===== config.mk =====
export PLATFORM = sky130hd
export DESIGN_NAME = memory_stage
export DESIGN_NICKNAME = d
export VERILOG_FILES = /design/src/rtl/memory_stage.sv
export SDC_FILE = /design/constraint.sdc
export NUM_CORES = 1
export LEC_CHECK = 0
export ABC_AREA = 1
export CAP_MARGIN = 20
export CORE_AREA = 2 2 160 162
export CTS_BUF_LIST = sky130_fd_sc_hd__clkbuf_4 sky130_fd_sc_hd__clkbuf_8
export CTS_CLUSTER_SIZE = 40
export DETAILED_ROUTE_END_ITERATION = 7
export DIE_AREA = 0 0 162 164
export MAX_ROUTING_LAYER = met4
export PLACE_DENSITY = 0.71
export SLEW_MARGIN = 20
export SYNTH_ARGS = -nofsm -noshare
export SYNTH_HDL_FRONTEND = slang
export SYNTH_SLANG_ARGS = --single-unit

===== constraint.sdc =====
create_clock -name CLK -period 9 [get_ports CLK]
set_clock_uncertainty 0.05 [all_clocks]
set_input_delay 1.8 -clock CLK [delete_from_list [all_inputs] [get_ports CLK]]
set_output_delay 1.8 -clock CLK [all_outputs]
set_load 0.03 [all_outputs]

===== src/rtl/memory_stage.sv =====
// memory_stage: MEM stage of the 5-stage pipelined MIPS core.
//
// Consumes the registered outputs of the EX/MEM latch, issues data-cache
// read/write requests and holds the front of the pipeline (mem_stall) until
// the cache answers with dhit. Resolves branches/jumps into a PC redirect,
// owns the MEM/WB pipeline register, tracks a sticky halt and keeps two
// saturating performance counters.
//
// Ports
//   CLK, RST                 clock (rising edge), async active-high reset
//   ex_*                     EX/MEM latch outputs (data + control)
//   dhit, dmemload           cache completion and read data
//   dmemREN/WEN/addr/store   cache request
//   mem_stall                freezes PC and IF/ID, ID/EX, EX/MEM latches
//   redirect, redirect_addr  PC reload + flush of the younger latches
//   wb_regWEN/wsel/wdat      MEM/WB register contents
//   wb_halt                  sticky registered halt to the top level
//   access_cnt, stall_cnt    completed accesses / stalled cycles (saturating)

module memory_stage #(
  parameter int unsigned CNT_W = 32
) (
  input  logic             CLK,
  input  logic             RST,
  input  logic [31:0]      ex_pc_plus_4,
  input  logic [31:0]      ex_baddr,
  input  logic [31:0]      ex_jaddr,
  input  logic [31:0]      ex_portout,
  input  logic [31:0]      ex_rdat2,
  input  logic             ex_zero,
  input  logic             ex_Branch,
  input  logic             ex_bne,
  input  logic             ex_Jump,
  input  logic             ex_JAL,
  input  logic             ex_MemtoReg,
  input  logic             ex_dREN,
  input  logic             ex_dWEN,
  input  logic             ex_regWEN,
  input  logic             ex_halt,
  input  logic [4:0]       ex_wsel,
  input  logic             dhit,
  input  logic [31:0]      dmemload,
  output logic             dmemREN,
  output logic             dmemWEN,
  output logic [31:0]      dmemaddr,
  output logic [31:0]      dmemstore,
  output logic             mem_stall,
  output logic             redirect,
  output logic [31:0]      redirect_addr,
  output logic             wb_regWEN,
  output logic [4:0]       wb_wsel,
  output logic [31:0]      wb_wdat,
  output logic             wb_halt,
  output logic [CNT_W-1:0] access_cnt,
  output logic [CNT_W-1:0] stall_cnt
);

  typedef enum logic [1:0] {
    StIdle,
    StWait,
    StHalted
  } state_e;

  localparam logic [CNT_W-1:0] CntMax = '1;
  localparam logic [CNT_W-1:0] CntOne = {{(CNT_W-1){1'b0}}, 1'b1};

  state_e      state_q;
  logic        halted;
  logic        req;
  logic        taken;
  logic        halt_take;
  logic [31:0] wb_wdat_d;

  // Request, stall and redirect generation. The EX/MEM latch is frozen by
  // mem_stall, so the request stays stable until dhit without local holding.
  always_comb begin
    halted        = (state_q == StHalted);
    req           = (ex_dREN | ex_dWEN) & ~halted;
    dmemWEN       = ex_dWEN & ~halted;
    // A write wins when both enables are set.
    dmemREN       = ex_dREN & ~ex_dWEN & ~halted;
    dmemaddr      = ex_portout;
    dmemstore     = ex_rdat2;
    mem_stall     = req & ~dhit;
    taken         = ex_Branch & (ex_zero ^ ex_bne);
    // No redirect while stalled: the branch is re-evaluated once the
    // access completes, and the frozen latches must not be flushed early.
    redirect      = (taken | ex_Jump) & ~mem_stall & ~halted;
    redirect_addr = ex_Jump ? ex_jaddr : ex_baddr;
    // Halt only retires in a non-stalled cycle so a paired access finishes.
    halt_take     = ex_halt & ~mem_stall & ~halted;
  end

  // Write-back data selection: link address, load data or ALU result.
  always_comb begin
    wb_wdat_d = ex_portout;
    if (ex_JAL) begin
      wb_wdat_d = ex_pc_plus_4;
    end else if (ex_MemtoReg) begin
      wb_wdat_d = dmemload;
    end
  end

  always_ff @(posedge CLK or posedge RST) begin
    if (RST) begin
      state_q    <= StIdle;
      wb_regWEN  <= 1'b0;
      wb_wsel    <= 5'd0;
      wb_wdat    <= 32'd0;
      wb_halt    <= 1'b0;
      access_cnt <= '0;
      stall_cnt  <= '0;
    end else begin
      // Control state
      unique case (state_q)
        StIdle: begin
          if (halt_take) begin
            state_q <= StHalted;
          end else if (mem_stall) begin
            state_q <= StWait;
          end
        end
        StWait: begin
          if (halt_take) begin
            state_q <= StHalted;
          end else if (dhit) begin
            state_q <= StIdle;
          end
        end
        StHalted: state_q <= StHalted;
        default:  state_q <= StIdle;
      endcase

      // MEM/WB register
      if (halted) begin
        wb_regWEN <= 1'b0;
        wb_halt   <= 1'b1;
      end else if (mem_stall) begin
        // Bubble: suppress the write and the halt, hold destination/data.
        wb_regWEN <= 1'b0;
        wb_halt   <= 1'b0;
      end else begin
        wb_regWEN <= ex_regWEN;
        wb_wsel   <= ex_wsel;
        wb_wdat   <= wb_wdat_d;
        wb_halt   <= ex_halt;
      end

      // Performance counters, frozen once halted
      if (!halted) begin
        if (req && dhit && access_cnt != CntMax) begin
          access_cnt <= access_cnt + CntOne;
        end
        if (mem_stall && stall_cnt != CntMax) begin
          stall_cnt <= stall_cnt + CntOne;
        end
      end
    end
  end

endmodule


* After elaboration in Yosys (flattened, before gate mapping)
Cells that the tools add are included.
** Operators by class
- Add/subtract/negate cells :: 2
- Multiply operators :: 0
- Div/mod/pow operators :: 0
- Magnitude comparators :: 0
- Equal/unequal tests :: 6
- Shift-type cells :: 0
- Muxes and demuxes :: 12
- Bitwise logic cells :: 17
- Reductions and logical operators :: 8
** Operators by type and width (count)
- $mux 32 :: 3
- $add 32x1->32 const B :: 2
- $ne 32x32->1 const B :: 2
- $and 1x1->1 :: 10
- $mux 2 :: 4
- $reduce_and 2->1 :: 4
- $ne 3x3->1 const B :: 2
- $pmux 2 s3 :: 1
- $mux 1 :: 4
- $not 1->1 :: 4
- $logic_and 1x1->1 :: 3
- $eq 2x1->1 const B :: 1
- $eq 2x2->1 const B :: 1
- $logic_not 2->1 :: 1
- $or 1x1->1 :: 2
- $xor 1x1->1 :: 1
** Storage, ports and cells
- Flip-flop bits (word level) :: 105
- Latch bits :: 0
- Bits in writable memories :: 0
- Memory bits (read-only) :: 0
- Memories kept :: 0

* Longest topological paths before layout
- Word-level depth :: 9
- Gate-level depth with buffers :: 11
- Depth with buffers taken out :: 10

* Worst setup path after synthesis
OpenSTA, ideal clock, no wires.
- Path type :: input-to-output
- Start :: input port ex_dREN
- End :: output port redirect
- Arrival :: 3048 ps
- Slack :: 4102 ps
- Stages :: 8
- Buffers on the path :: 1
- Path through :: inv_1 -> nand2_1 -> nand3_1 -> inv_2 -> nor2_1 -> inv_2 -> clkbuf_1 -> a21oi_1
** On the way
- Longest elaborated chain between the ends :: 6
** Ends and longest elaborated chain
- start: declaration :: line 36 : input logic ex_dREN,
- $or 1x1->1 :: line 78 : req = (ex_dREN | ex_dWEN) & ~halted;
- $and 1x1->1 :: line 78
- $and 1x1->1 :: line 84 : mem_stall = req & ~dhit;
- named net mem_stall :: line 47 : output logic mem_stall,
- $not 1->1 (no source line)
- $and 1x1->1 (2 in series) :: line 88 : redirect = (taken | ex_Jump) & ~mem_stall & ~halted;
- end: declaration :: line 48 : output logic redirect,
The timed path passes the listed nets, and every way through them passes these cells.

* Final worst setup path
- Start :: input port ex_dWEN
- End :: output port redirect
** On the way
- Longest elaborated chain between the ends :: 6
** Ends and longest elaborated chain
- start: declaration :: line 37 : input logic ex_dWEN,
- $or 1x1->1 :: line 78
- $and 1x1->1 :: line 78
- $and 1x1->1 :: line 84
- $not 1->1 (no source line)
- $and 1x1->1 (2 in series) :: line 88
No other way between the ends.

==> impl_metrics.tcl <==
set metrics [dict create \
    min_period_over_period_pct 74.5 \
    p_int_uw 740 \
    hold_ws_ns 0.434 \
    hold_path.class "flop to flop" \
    numPortBuffers 348 \
    antenna_found_initial 2 \
    cp.required_ns 7.15 \
    endpoint "redirect" \
    ant_nets 0 \
    critPathLaunch "ex_dWEN" \
    final-setup-viol-count 0 \
    yosysTopAreaCell "dfrtp_1" \
    peakVddDrop_uv 54.6 \
    drive_gt1_share_pct 3.75 \
    slew_headroom_pct 31.0 \
    synth-seq-area-share_pct 35.5 \
    cts_hold_buf 0 \
    netSwitchingPower_uw 332 \
    syn-cell-area_um2 7400 \
    grt_max_degree 65 \
    min_period_ns 6.70 \
    arrival_ns 4.85 \
    leakage_uw 0.00500 \
    rsz0062_at_grt "false" \
    fin_setup_tns_ns 0 \
    synth_top_area_share_pct 35.5 \
    grt_pass1_wl_um 39700 \
    crit_fanout 38 \
    cts_buffer_depth 2 \
    rrSetupSlack_ns 6.51 \
    startpoint_type "input port" \
    gr-total-overflow 0 \
    htreeDepth 3 \
    netlist_top_cells_area "dfrtp_1 36%, nand2_1 31%, buf_4 7.5%, mux2i_1 4.3%, nor2_1 4.1%" \
    die_x_um 162 \
    yosysUniqueCellTypes 26 \
    hold_viol_final 0 \
    power_frac_seq_pct 45.9 \
    postCtsSetupRepairBufs 0 \
    clkLatencyLatePin_ns 0.39 \
    swShare_pct 31.0 \
    dpl.hpwl_um 20100 \
    layout_commonest_cell "nand2_1" \
    layout_common_cells "612 x nand2_1, 345 x clkdlybuf4s50_1, 105 x dfrtp_1" \
    grt_usage_pct 19.6 \
    die_height_um 164 \
    dieArea_um2 26600 \
    num_vias 7686 \
    synth.yosys.warnings 0 \
    post_drt_wl_per_cell_um 15.0 \
    status "completed" \
    syn_avg_cell_area_um2 6.59 \
    clkPwrFrac_pct 27.5 \
    wl_um 25800 \
    routed_via_density 4.47 \
    ioPinCount 413 \
    clock_sink_count 105 \
    cts_resized 0 \
    cts_root_buf "clkbuf_8" \
    finalMaxSlewViolations 0 \
    globalplace.congestion 0.895 \
    drc_errors 0 \
    rr_worst_depth 8 \
    first_iter_violations 420 \
    core-area_um2 24800 \
    endpoint_kind "output port" \
    clk_pin_slew_ns 0.09 \
    timing.fmax_ghz 0.149 \
    ys_ff_latch 105 \
    tritoncts "built" \
    worstHoldStart "wb_wdat[21]$_DFFE_PP0P_" \
    fillCellCount 2554 \
    dr.pass1.iters 5 \
    worstReg2RegStart "state_q[0]$_DFFE_PP0P_" \
    rows 58 \
    grt_pass1_vias 7343 \
    tightestPinTransition_ns 1.04 \
    syn-num-nets 1335 \
    p_comb_share_pct 26.6 \
    drv_cap 0 \
    synth_cells 1123 \
    syn_to_final_growth_pct 45.9 \
    cts_buffers 9 \
    r2r_end "wb_wdat[20]$_DFFE_PP0P_" \
    nNetsFinal 1595 \
    power_density_nw_per_um2 99.3 \
    initial_core_util_pct 29.8 \
    fin_util_pct 43.5 \
    path_class "input port to output port" \
]
final cells by class:
cell class	instances	area, um2	share of cell area, %
Clock inverter	5	38.8	0.359
Inverter	56	218	2.02
Sequential cell	105	2630	24.3
Tap cell	330	413	3.82
Clock buffer	11	145	1.34
Multi-Input combinational cell	862	3870	35.9
Antenna cell	2	5.00	0.0464
Timing Repair Buffer	349	3480	32.2
how the worst min path moves through the flow:
stage | endpoint | slack (ns) | cells after the start
2_1_floorplan | state_q[1]$_DFFE_PP0P_ | 0.41 | 1
3_3_place_gp | wb_wsel[1]$_DFFE_PP0P_ | 0.41 | 2
3_5_place_dp | wb_wsel[4]$_DFFE_PP0P_ | 0.41 | 2
4_1_cts | wb_wsel[4]$_DFFE_PP0P_ | 0.44 | 2
5_1_grt | wb_wdat[13]$_DFFE_PP0P_ | 0.46 | 2
6_report | wb_wdat[21]$_DFFE_PP0P_ | 0.43 | 2
metrics by stage:
| stage | area (um2) | power [uW] | worst slack, ns | instances |
|---|---|---|---|---|
| after CTS | 10800 | 1090 | 2.24 | 1718 |
| after detailed placement | 10600 | 788 | 2.23 | 1702 |
| after global routing | 10800 | 1120 | 1.99 | 1720 |
| final | 10800 | 1070 | 2.30 | 1720 |
| after floorplan | 7400 | 660 | 4.10 | 1123 |
| after global placement | 10600 | 786 | 2.30 | 1702 |
sequential cells by signal, summed over array words and instances (netlist names):
| register | flops |
|---|---|
| access_cnt | 32 |
| state_q | 2 |
| wb_halt | 1 |
| wb_regWEN | 1 |
| wb_wdat | 32 |
| wb_wsel | 5 |
| stall_cnt | 32 |
power by group through the flow:
| stage | registers (uW) | logic, uW | clock network [uW] |
|---|---|---|---|
| 2_1_floorplan | 529 | 132 | 0 |
| 3_3_place_gp | 501 | 285 | 0 |
| 3_5_place_dp | 501 | 286 | 0 |
| 4_1_cts | 492 | 288 | 312 |
| 5_1_grt | 494 | 302 | 324 |
| 6_report | 492 | 285 | 295 |
critical path, cell delays in order:
cell	delay [ns]
clkdlybuf4s50_1	0.43
inv_1	0.08
nand2_1	0.09
nand3_1	0.14
inv_2	0.10
nor2_4	0.71
inv_2	0.53
a21oi_1	0.25
clkdlybuf4s50_1	0.69
synthesized netlist by cell type:
| cell type | count |
|---|---|
| ha_1 | 2 |
| a21oi_1 | 1 |
| nand3_1 | 19 |
| nor2_8 | 1 |
| nand2_2 | 7 |
| nand2_4 | 3 |
| xnor2_1 | 7 |
| buf_6 | 4 |
| o2111a_1 | 1 |
| xor2_1 | 21 |
| dfrtp_1 | 105 |
| inv_2 | 3 |
| inv_1 | 51 |
| nor2_1 | 80 |
| clkbuf_1 | 16 |
| nand3b_1 | 14 |
| nand4_1 | 5 |
| nand2_1 | 612 |
| nor2_2 | 8 |
| nor3_1 | 1 |
| nor2_4 | 6 |
| mux2i_1 | 32 |
| o21ai_0 | 42 |
| buf_2 | 6 |
| buf_4 | 74 |
| inv_4 | 2 |
layer usage:
layer	share of wire [%]	routed length, um	vias to the layer above	track usage [%]
met5	0	0	-	-
met4	3.6	918	0	8.49
li1	-	-	3889	-
met1	41	10500	3509	21.7
met3	5.9	1520	52	3.99
met2	50	12900	236	34.5
logic make-up (layout without fill, tap and decap cells):
| group | count (synthesis) | after routing | share of synthesized area, % |
|---|---|---|---|
| AOI/OAI and AO/OA | 44 | 44 | 3.06 |
| xor gates and xnor gates | 28 | 28 | 3.31 |
| adders and majority gates | 2 | 2 | 0.338 |
| buffers and inverters | 156 | 421 | 12.2 |
| DFF | 105 | 105 | 35.5 |
| muxes | 32 | 32 | 4.33 |
| other | 0 | 2 | 0 |
| and+or+nand+nor | 756 | 756 | 41.2 |
Power figures use the tool's default switching activity.
